[src/rtl/dma_req_sched_pkg.sv]
// dma_req_sched_pkg: shared types and constants for the DMA request scheduler.
//   state_e         scheduler FSM encoding
//   CH_IDX_W        width of a channel index
//   TIMEOUT_DEFAULT default WAIT cycle budget before abort
package dma_req_sched_pkg;

  typedef enum logic [1:0] {
    IDLE  = 2'd0,
    ISSUE = 2'd1,
    WAIT  = 2'd2,
    DONE  = 2'd3
  } state_e;

  localparam int unsigned CH_IDX_W        = 3;
  localparam int unsigned TIMEOUT_DEFAULT = 32'h0000_FFFF;

endpackage

[src/rtl/dma_req_sched_rr_pick.sv]
// rr_pick: combinational round-robin search.  Returns the first set request
// starting at ptr_i and wrapping modulo N_CH.
//   req_i   [N_CH]      level requests
//   ptr_i   [CH_IDX_W]  search start (must be < N_CH)
//   valid_o             any request set
//   idx_o   [CH_IDX_W]  index of the selected request
module rr_pick
  import dma_req_sched_pkg::*;
#(
  parameter int unsigned N_CH = 5
) (
  input  logic [N_CH-1:0]     req_i,
  input  logic [CH_IDX_W-1:0] ptr_i,
  output logic                valid_o,
  output logic [CH_IDX_W-1:0] idx_o
);

  // Padding to the full index range keeps every lookup in bounds for any N_CH.
  logic [2**CH_IDX_W-1:0] req_pad;
  logic [CH_IDX_W:0]      cand;

  always_comb begin
    req_pad              = '0;
    req_pad[N_CH-1:0]    = req_i;
    valid_o              = 1'b0;
    idx_o                = '0;
    cand                 = '0;
    for (int unsigned i = 0; i < N_CH; i++) begin
      // ptr_i < N_CH, so a single subtraction completes the modulo.
      cand = {1'b0, ptr_i} + (CH_IDX_W+1)'(i);
      if (cand >= (CH_IDX_W+1)'(N_CH)) begin
        cand = cand - (CH_IDX_W+1)'(N_CH);
      end
      if (!valid_o && req_pad[cand[CH_IDX_W-1:0]]) begin
        valid_o = 1'b1;
        idx_o   = cand[CH_IDX_W-1:0];
      end
    end
  end

endmodule

[src/rtl/dma_req_sched.sv]
// dma_req_sched: round-robin scheduler sharing the DMA engine's request/ack
// channels.  Grants one requester, pulses dma_req_o for one cycle, waits for
// the matching dma_ack_i, measures latency and aborts after TIMEOUT cycles.
//   wb_clk_i, wb_rst_n_i   clock, async active-low reset
//   en_i                   enable, sampled in IDLE only
//   req_i      [N_CH]      level requests
//   gnt_o      [N_CH]      one-hot grant, held ISSUE..DONE
//   dma_req_o  [N_CH]      one-cycle request pulse
//   dma_ack_i  [N_CH]      DMA acknowledge
//   busy_o                 not IDLE
//   cur_ch_o   [3]         granted channel (last grant while IDLE)
//   done_o / timeout_o     one-cycle close pulses (ack / abort)
//   last_cnt_o [CNT_W]     latency of the last closed transfer
// Optional macro DMA_REQ_SCHED_STATS_EN adds per-channel completion/timeout
// counters readable via stat_sel_i [3] -> stat_o [24] (1-cycle latency).
module dma_req_sched
  import dma_req_sched_pkg::*;
#(
  parameter int unsigned N_CH    = 5,
  parameter int unsigned CNT_W   = 16,
  parameter int unsigned TIMEOUT = TIMEOUT_DEFAULT
) (
  input  logic                wb_clk_i,
  input  logic                wb_rst_n_i,
  input  logic                en_i,
  input  logic [N_CH-1:0]     req_i,
  output logic [N_CH-1:0]     gnt_o,
  output logic [N_CH-1:0]     dma_req_o,
  input  logic [N_CH-1:0]     dma_ack_i,
  output logic                busy_o,
  output logic [CH_IDX_W-1:0] cur_ch_o,
  output logic                done_o,
  output logic                timeout_o,
  output logic [CNT_W-1:0]    last_cnt_o
`ifdef DMA_REQ_SCHED_STATS_EN
  ,
  input  logic [2:0]          stat_sel_i,
  output logic [23:0]         stat_o
`endif
);

  localparam logic [CNT_W-1:0] TMO_LIMIT = CNT_W'(TIMEOUT - 1);

  state_e                state_q;
  logic [CH_IDX_W-1:0]   rr_ptr_q;
  logic [CNT_W-1:0]      cyc_cnt_q;
  logic [N_CH-1:0]       gnt_q;
  logic [N_CH-1:0]       dma_req_q;
  logic [CH_IDX_W-1:0]   cur_ch_q;
  logic                  busy_q;
  logic                  done_q;
  logic                  tmo_q;
  logic [CNT_W-1:0]      last_cnt_q;

  logic                  pick_valid;
  logic [CH_IDX_W-1:0]   pick_idx;
  logic [N_CH-1:0]       pick_oh;
  logic [2**CH_IDX_W-1:0] ack_pad;
  logic                  ack_sel;
  logic [CNT_W-1:0]      cnt_inc;
  logic [CH_IDX_W-1:0]   next_ptr;

  rr_pick #(.N_CH(N_CH)) u_pick (
    .req_i   (req_i),
    .ptr_i   (rr_ptr_q),
    .valid_o (pick_valid),
    .idx_o   (pick_idx)
  );

  always_comb begin
    pick_oh = '0;
    for (int unsigned i = 0; i < N_CH; i++) begin
      pick_oh[i] = (pick_idx == CH_IDX_W'(i));
    end
    ack_pad           = '0;
    ack_pad[N_CH-1:0] = dma_ack_i;
    // Only the granted channel's ack is looked at; others are never latched.
    ack_sel  = ack_pad[cur_ch_q];
    // cyc_cnt is 0 during ISSUE, so cnt_inc is also the closing latency.
    cnt_inc  = (cyc_cnt_q == '1) ? cyc_cnt_q : cyc_cnt_q + 1'b1;
    next_ptr = (cur_ch_q == CH_IDX_W'(N_CH - 1)) ? '0 : cur_ch_q + 1'b1;
  end

  always_ff @(posedge wb_clk_i or negedge wb_rst_n_i) begin
    if (!wb_rst_n_i) begin
      state_q    <= IDLE;
      rr_ptr_q   <= '0;
      cyc_cnt_q  <= '0;
      gnt_q      <= '0;
      dma_req_q  <= '0;
      cur_ch_q   <= '0;
      busy_q     <= 1'b0;
      done_q     <= 1'b0;
      tmo_q      <= 1'b0;
      last_cnt_q <= '0;
    end else begin
      dma_req_q <= '0;
      done_q    <= 1'b0;
      tmo_q     <= 1'b0;
      unique case (state_q)
        IDLE: begin
          if (en_i && pick_valid) begin
            gnt_q     <= pick_oh;
            dma_req_q <= pick_oh;
            cur_ch_q  <= pick_idx;
            cyc_cnt_q <= '0;
            busy_q    <= 1'b1;
            state_q   <= ISSUE;
          end
        end
        ISSUE: begin
          cyc_cnt_q <= cnt_inc;
          if (ack_sel) begin
            done_q     <= 1'b1;
            last_cnt_q <= cnt_inc;
            state_q    <= DONE;
          end else begin
            state_q <= WAIT;
          end
        end
        WAIT: begin
          cyc_cnt_q <= cnt_inc;
          // Ack is tested first so it wins over a coincident timeout.
          if (ack_sel) begin
            done_q     <= 1'b1;
            last_cnt_q <= cnt_inc;
            state_q    <= DONE;
          end else if (cyc_cnt_q >= TMO_LIMIT) begin
            tmo_q      <= 1'b1;
            last_cnt_q <= cnt_inc;
            state_q    <= DONE;
          end
        end
        DONE: begin
          gnt_q    <= '0;
          busy_q   <= 1'b0;
          rr_ptr_q <= next_ptr;
          state_q  <= IDLE;
        end
        default: state_q <= IDLE;
      endcase
    end
  end

  assign gnt_o      = gnt_q;
  assign dma_req_o  = dma_req_q;
  assign busy_o     = busy_q;
  assign cur_ch_o   = cur_ch_q;
  assign done_o     = done_q;
  assign timeout_o  = tmo_q;
  assign last_cnt_o = last_cnt_q;

`ifdef DMA_REQ_SCHED_STATS_EN
  logic [15:0] cmp_cnt_q [N_CH];
  logic [7:0]  tmo_cnt_q [N_CH];
  logic [23:0] stat_q;
  logic [23:0] stat_d;

  always_comb begin
    stat_d = '0;
    for (int unsigned i = 0; i < N_CH; i++) begin
      if (stat_sel_i == 3'(i)) begin
        stat_d = {tmo_cnt_q[i], cmp_cnt_q[i]};
      end
    end
  end

  always_ff @(posedge wb_clk_i or negedge wb_rst_n_i) begin
    if (!wb_rst_n_i) begin
      for (int unsigned i = 0; i < N_CH; i++) begin
        cmp_cnt_q[i] <= '0;
        tmo_cnt_q[i] <= '0;
      end
      stat_q <= '0;
    end else begin
      stat_q <= stat_d;
      if (state_q == DONE) begin
        for (int unsigned i = 0; i < N_CH; i++) begin
          if (cur_ch_q == CH_IDX_W'(i)) begin
            if (done_q && cmp_cnt_q[i] != '1) cmp_cnt_q[i] <= cmp_cnt_q[i] + 1'b1;
            if (tmo_q && tmo_cnt_q[i] != '1) tmo_cnt_q[i] <= tmo_cnt_q[i] + 1'b1;
          end
        end
      end
    end
  end

  assign stat_o = stat_q;
`endif

endmodule

[config.mk]
export PLATFORM = sky130hd
export DESIGN_NAME = dma_req_sched
export DESIGN_NICKNAME = d
export VERILOG_FILES = /design/src/rtl/dma_req_sched_pkg.sv /design/src/rtl/dma_req_sched_rr_pick.sv /design/src/rtl/dma_req_sched.sv
export SDC_FILE = /design/constraint.sdc
export NUM_CORES = 1
export LEC_CHECK = 0
export ABC_AREA = 1
export BUFFER_PORTS_ARGS = -buffer_cell sky130_fd_sc_hd__buf_2
export CAP_MARGIN = 20
export CORE_MARGIN = 1.5
export CORE_UTILIZATION = 53
export CTS_CLUSTER_DIAMETER = 60
export CTS_CLUSTER_SIZE = 14
export DETAILED_ROUTE_END_ITERATION = 6
export GPL_ROUTABILITY_DRIVEN = 1
export PLACE_DENSITY = 0.77
export RECOVER_POWER = 100
export SYNTH_ARGS = -nofsm -noshare
export SYNTH_HDL_FRONTEND = slang
export SYNTH_SLANG_ARGS = --single-unit
[constraint.sdc]
create_clock -name wb_clk_i -period 3 [get_ports wb_clk_i]
set_clock_uncertainty 0.1 [all_clocks]
set_input_delay 0.45 -clock wb_clk_i [delete_from_list [all_inputs] [get_ports wb_clk_i]]
set_output_delay 0.45 -clock wb_clk_i [all_outputs]
set_load 0.02 [all_outputs]
==> metrics.txt <==
status finished, final reports clean; commonest non-fill, non-tap cell in the layout nand2_1; Area contributors post-synth dfrtp_1 36%, nand2_1 12%, nand3_1 8.1%; die height 85.81 um; Post-synth ARST share 1.000; post-synthesis xor/xnor area fraction 0.02410; Yosys cell types 39; CTS Sinks 53; Power Dens Cells between 1000 and 1500 nW/um^2; Layout area overhead 14.91%; worst skew pair latency around 0.31 ns; Initial Utilization 0.5596; ant diodes 0; Slew Viols, Final 0; Reg-to-Reg End gnt_o[3]; final worst path period share 0.9522; global placer's final weighted congestion 0.9924; register bit total from synthesis 53; io pins 45; Leakage 2.039 nW; Post-synth EDFFs 0; hold buffer count at cts 0; Mapped Area roughly 3600 um^2; Routed Antenna Nets 0; Total Power 0.005249 W; TritonCTS clock tree yes; Critical path buffers and inverters 4; Worst Path Required 3.11 ns; area leader, netlist dfrtp_1; Num CTS Buffers 5; Main synth FF type dfrtp_1; Critical Path Fanout Max 7; Syn Nets between 500 and 600; reg-to-reg startpoint rr_ptr_q[1]; Reg clk slew, reported paths 0.09 ns; reg2reg path depth 19; commonest cells after routing, fill and taps aside 111 x nand2_1, 57 x nand3_1, 55 x inv_1; CP max-delay cell dfrtp_2; Critical Path AT ~3.0 ns; Initial DRT Pass Iterations 5; CP most frequent cell nand3_1; flop-to-flop setup slack 0.14 ns; # H-tree levels 2; Hold WC Path Type in -> async; mux cell area share after synthesis 0; Die Wd about 86 um; worst rel slew slack 0.1829; Final setup viols 0; core box area 6495 um^2; routed len/inst 14.14 um; layout cells sized above 1 0.2041; CTS root buf clkbuf_8; Synth Area in Simple Gates 0.3442; fmax 350.1 MHz; top-area cell type share of the netlist area 0.3649; Vias approximately 3400; post-synthesis sequential area ratio 0.3649; Ys Warns 0; cells along the critical path inv_1 > buf_4 > ha_1 > nand2_2 > nand3_4 > nand2_2 > nand3_1 > nand3_1 > nand3_2 > nand2_2 > buf_4 > nand3_1 > nand2_1 > nor2_1 > nand3_1 > nand2_2 > inv_2 > nand3_1 > nand2_1; std cell rows 29; Worst VDD drop 0.6619 mV; Largest stage delay, worst path 0.47 ns; CTS max path bufs 2; crit end category register; Compound-Gate Fraction of Synth Area 0.1177; Worst path top cell family by delay simple AND/OR/NAND/NOR gates; Hold Vio Cnt, Final 0; number of vias per cell approximately 5.5; final setup TNS 0 ns; Worst Setup Start Kind register; fin nets 570; Tightest Pin Transition 1.226 ns; Detailed Place HPWL 6.259 mm; setup slack after layout around 0.14 ns; IO buf count 44; largest family of logic cells by synthesized area simple AND/OR/NAND/NOR gates; WS Path Type reg -> reg; grt total ovfl 0; Placement Setup Slack -0.1073 ns; Final min period 2.856 ns; Synth Area in Adders 0.06403; area of the die 7363 um^2; max_cap viols 0; WL final 8.712 mm; gr usage total 0.2372; initial antenna violation count 0; first-pass GRT wire length 14.23 mm; vias in the first global route about 3000; largest net degree at the start of global routing 32; # DRC 0; Syn Inst Count around 480; Syn Area/Cell 7.652 um^2; drt first-iter violations 240
-- worst max-delay path by stage --
stage / depth (start not counted) / end / slack, ns / start
2_1_floorplan: 17 / cyc_cnt_q[13] / 0.19 / rr_ptr_q[0]
3_3_place_gp: 16 / cyc_cnt_q[8] / 0.09 / rr_ptr_q[1]
3_5_place_dp: 16 / cyc_cnt_q[8] / -0.11 / rr_ptr_q[0]
4_1_cts: 15 / cyc_cnt_q[15] / 0.06 / rr_ptr_q[1]
5_1_grt: 20 / gnt_o[3] / -0.07 / rr_ptr_q[1]
6_report: 19 / gnt_o[3] / 0.14 / rr_ptr_q[1]
-- Yosys cell counts (2+ instances only) --
cell type  count
inv_1         56
o21ai_0       37
nand2_2       20
xor2_1         8
nand3b_1       2
a21oi_1        6
nand4_1       11
nand3_4        2
clkbuf_1       4
nand3_1       59
dfrtp_1       53
nand3_2        4
o21ai_1        3
nand2_4        2
nor2_2         4
nor2_1        32
o211ai_1       2
o22ai_1        3
xnor2_1        2
o21ai_2        3
o22ai_2        9
inv_2          6
ha_1          17
nand2_1      115
-- cell type report --
cell class,count,area (um^2)
multi-input combinational,353,2112
clock inverter,1,8.758
tap,77,96.34
fill,568,2318
timing repair buffer,63,315.3
clock buffer,6,72.57
inverter,63,244.0
sequential,53,1328
-- repair_timing --
item,4_1_cts,5_1_grt
setup buffers,0,12
gates cloned,0,2
resized for setup,2,30
pin swaps,0,8
endpoints found under the setup margin,17,32
-- kinds of logic after synthesis --
| family | count (synthesis) |
|---|---|
| flops | 53 |
| compound gates | 66 |
| fa+ha+maj | 18 |
| buf+inv | 71 |
| simple gates | 257 |
| xor+xnor | 10 |
-- layer usage --
metal,GRT usage,up-vias,share of wire
met1,0.3443,1579,0.48
met2,0.3686,102,0.46
li1,-,1690,-
met5,0,-,0
met4,0.07185,0,0.013
met3,0.03561,13,0.050
-- sequential cells by signal, summed over array words and instances, names as in the netlist, 2 cells and up --
| name | cells |
|---|---|
| rr_ptr_q | 3 |
| last_cnt_o | 16 |
| state_q | 2 |
| cur_ch_o | 3 |
| dma_req_o | 5 |
| cyc_cnt_q | 16 |
| gnt_o | 5 |
-- stage by stage --
| stage | cell area, um^2 | util | instances | hold WS (ns) |
|---|---|---|---|---|
| 2_1_floorplan | 3635 | - | 475 | 0.05441 |
| 3_3_place_gp | 3936 | 0.6060 | 595 | 0.3385 |
| 3_5_place_dp | 3936 | 0.6060 | 595 | 0.3436 |
| 4_1_cts | 4023 | 0.6193 | 602 | 0.003233 |
| 5_1_grt | 4177 | 0.6430 | 616 | 0.3767 |
| 6_report | 4177 | 0.6430 | 616 | 0.2731 |
-- where the power goes --
group / leakage, nW / internal (W) / switching, W
clock: 0.0412 / 0.000162 / 0.000235
sequential: 0.713 / 0.000869 / 0.000129
combinational: 1.29 / 0.00126 / 0.00259
total: 2.04 / 0.00229 / 0.00295
Note: power is estimated with default switching activity, not from simulation.
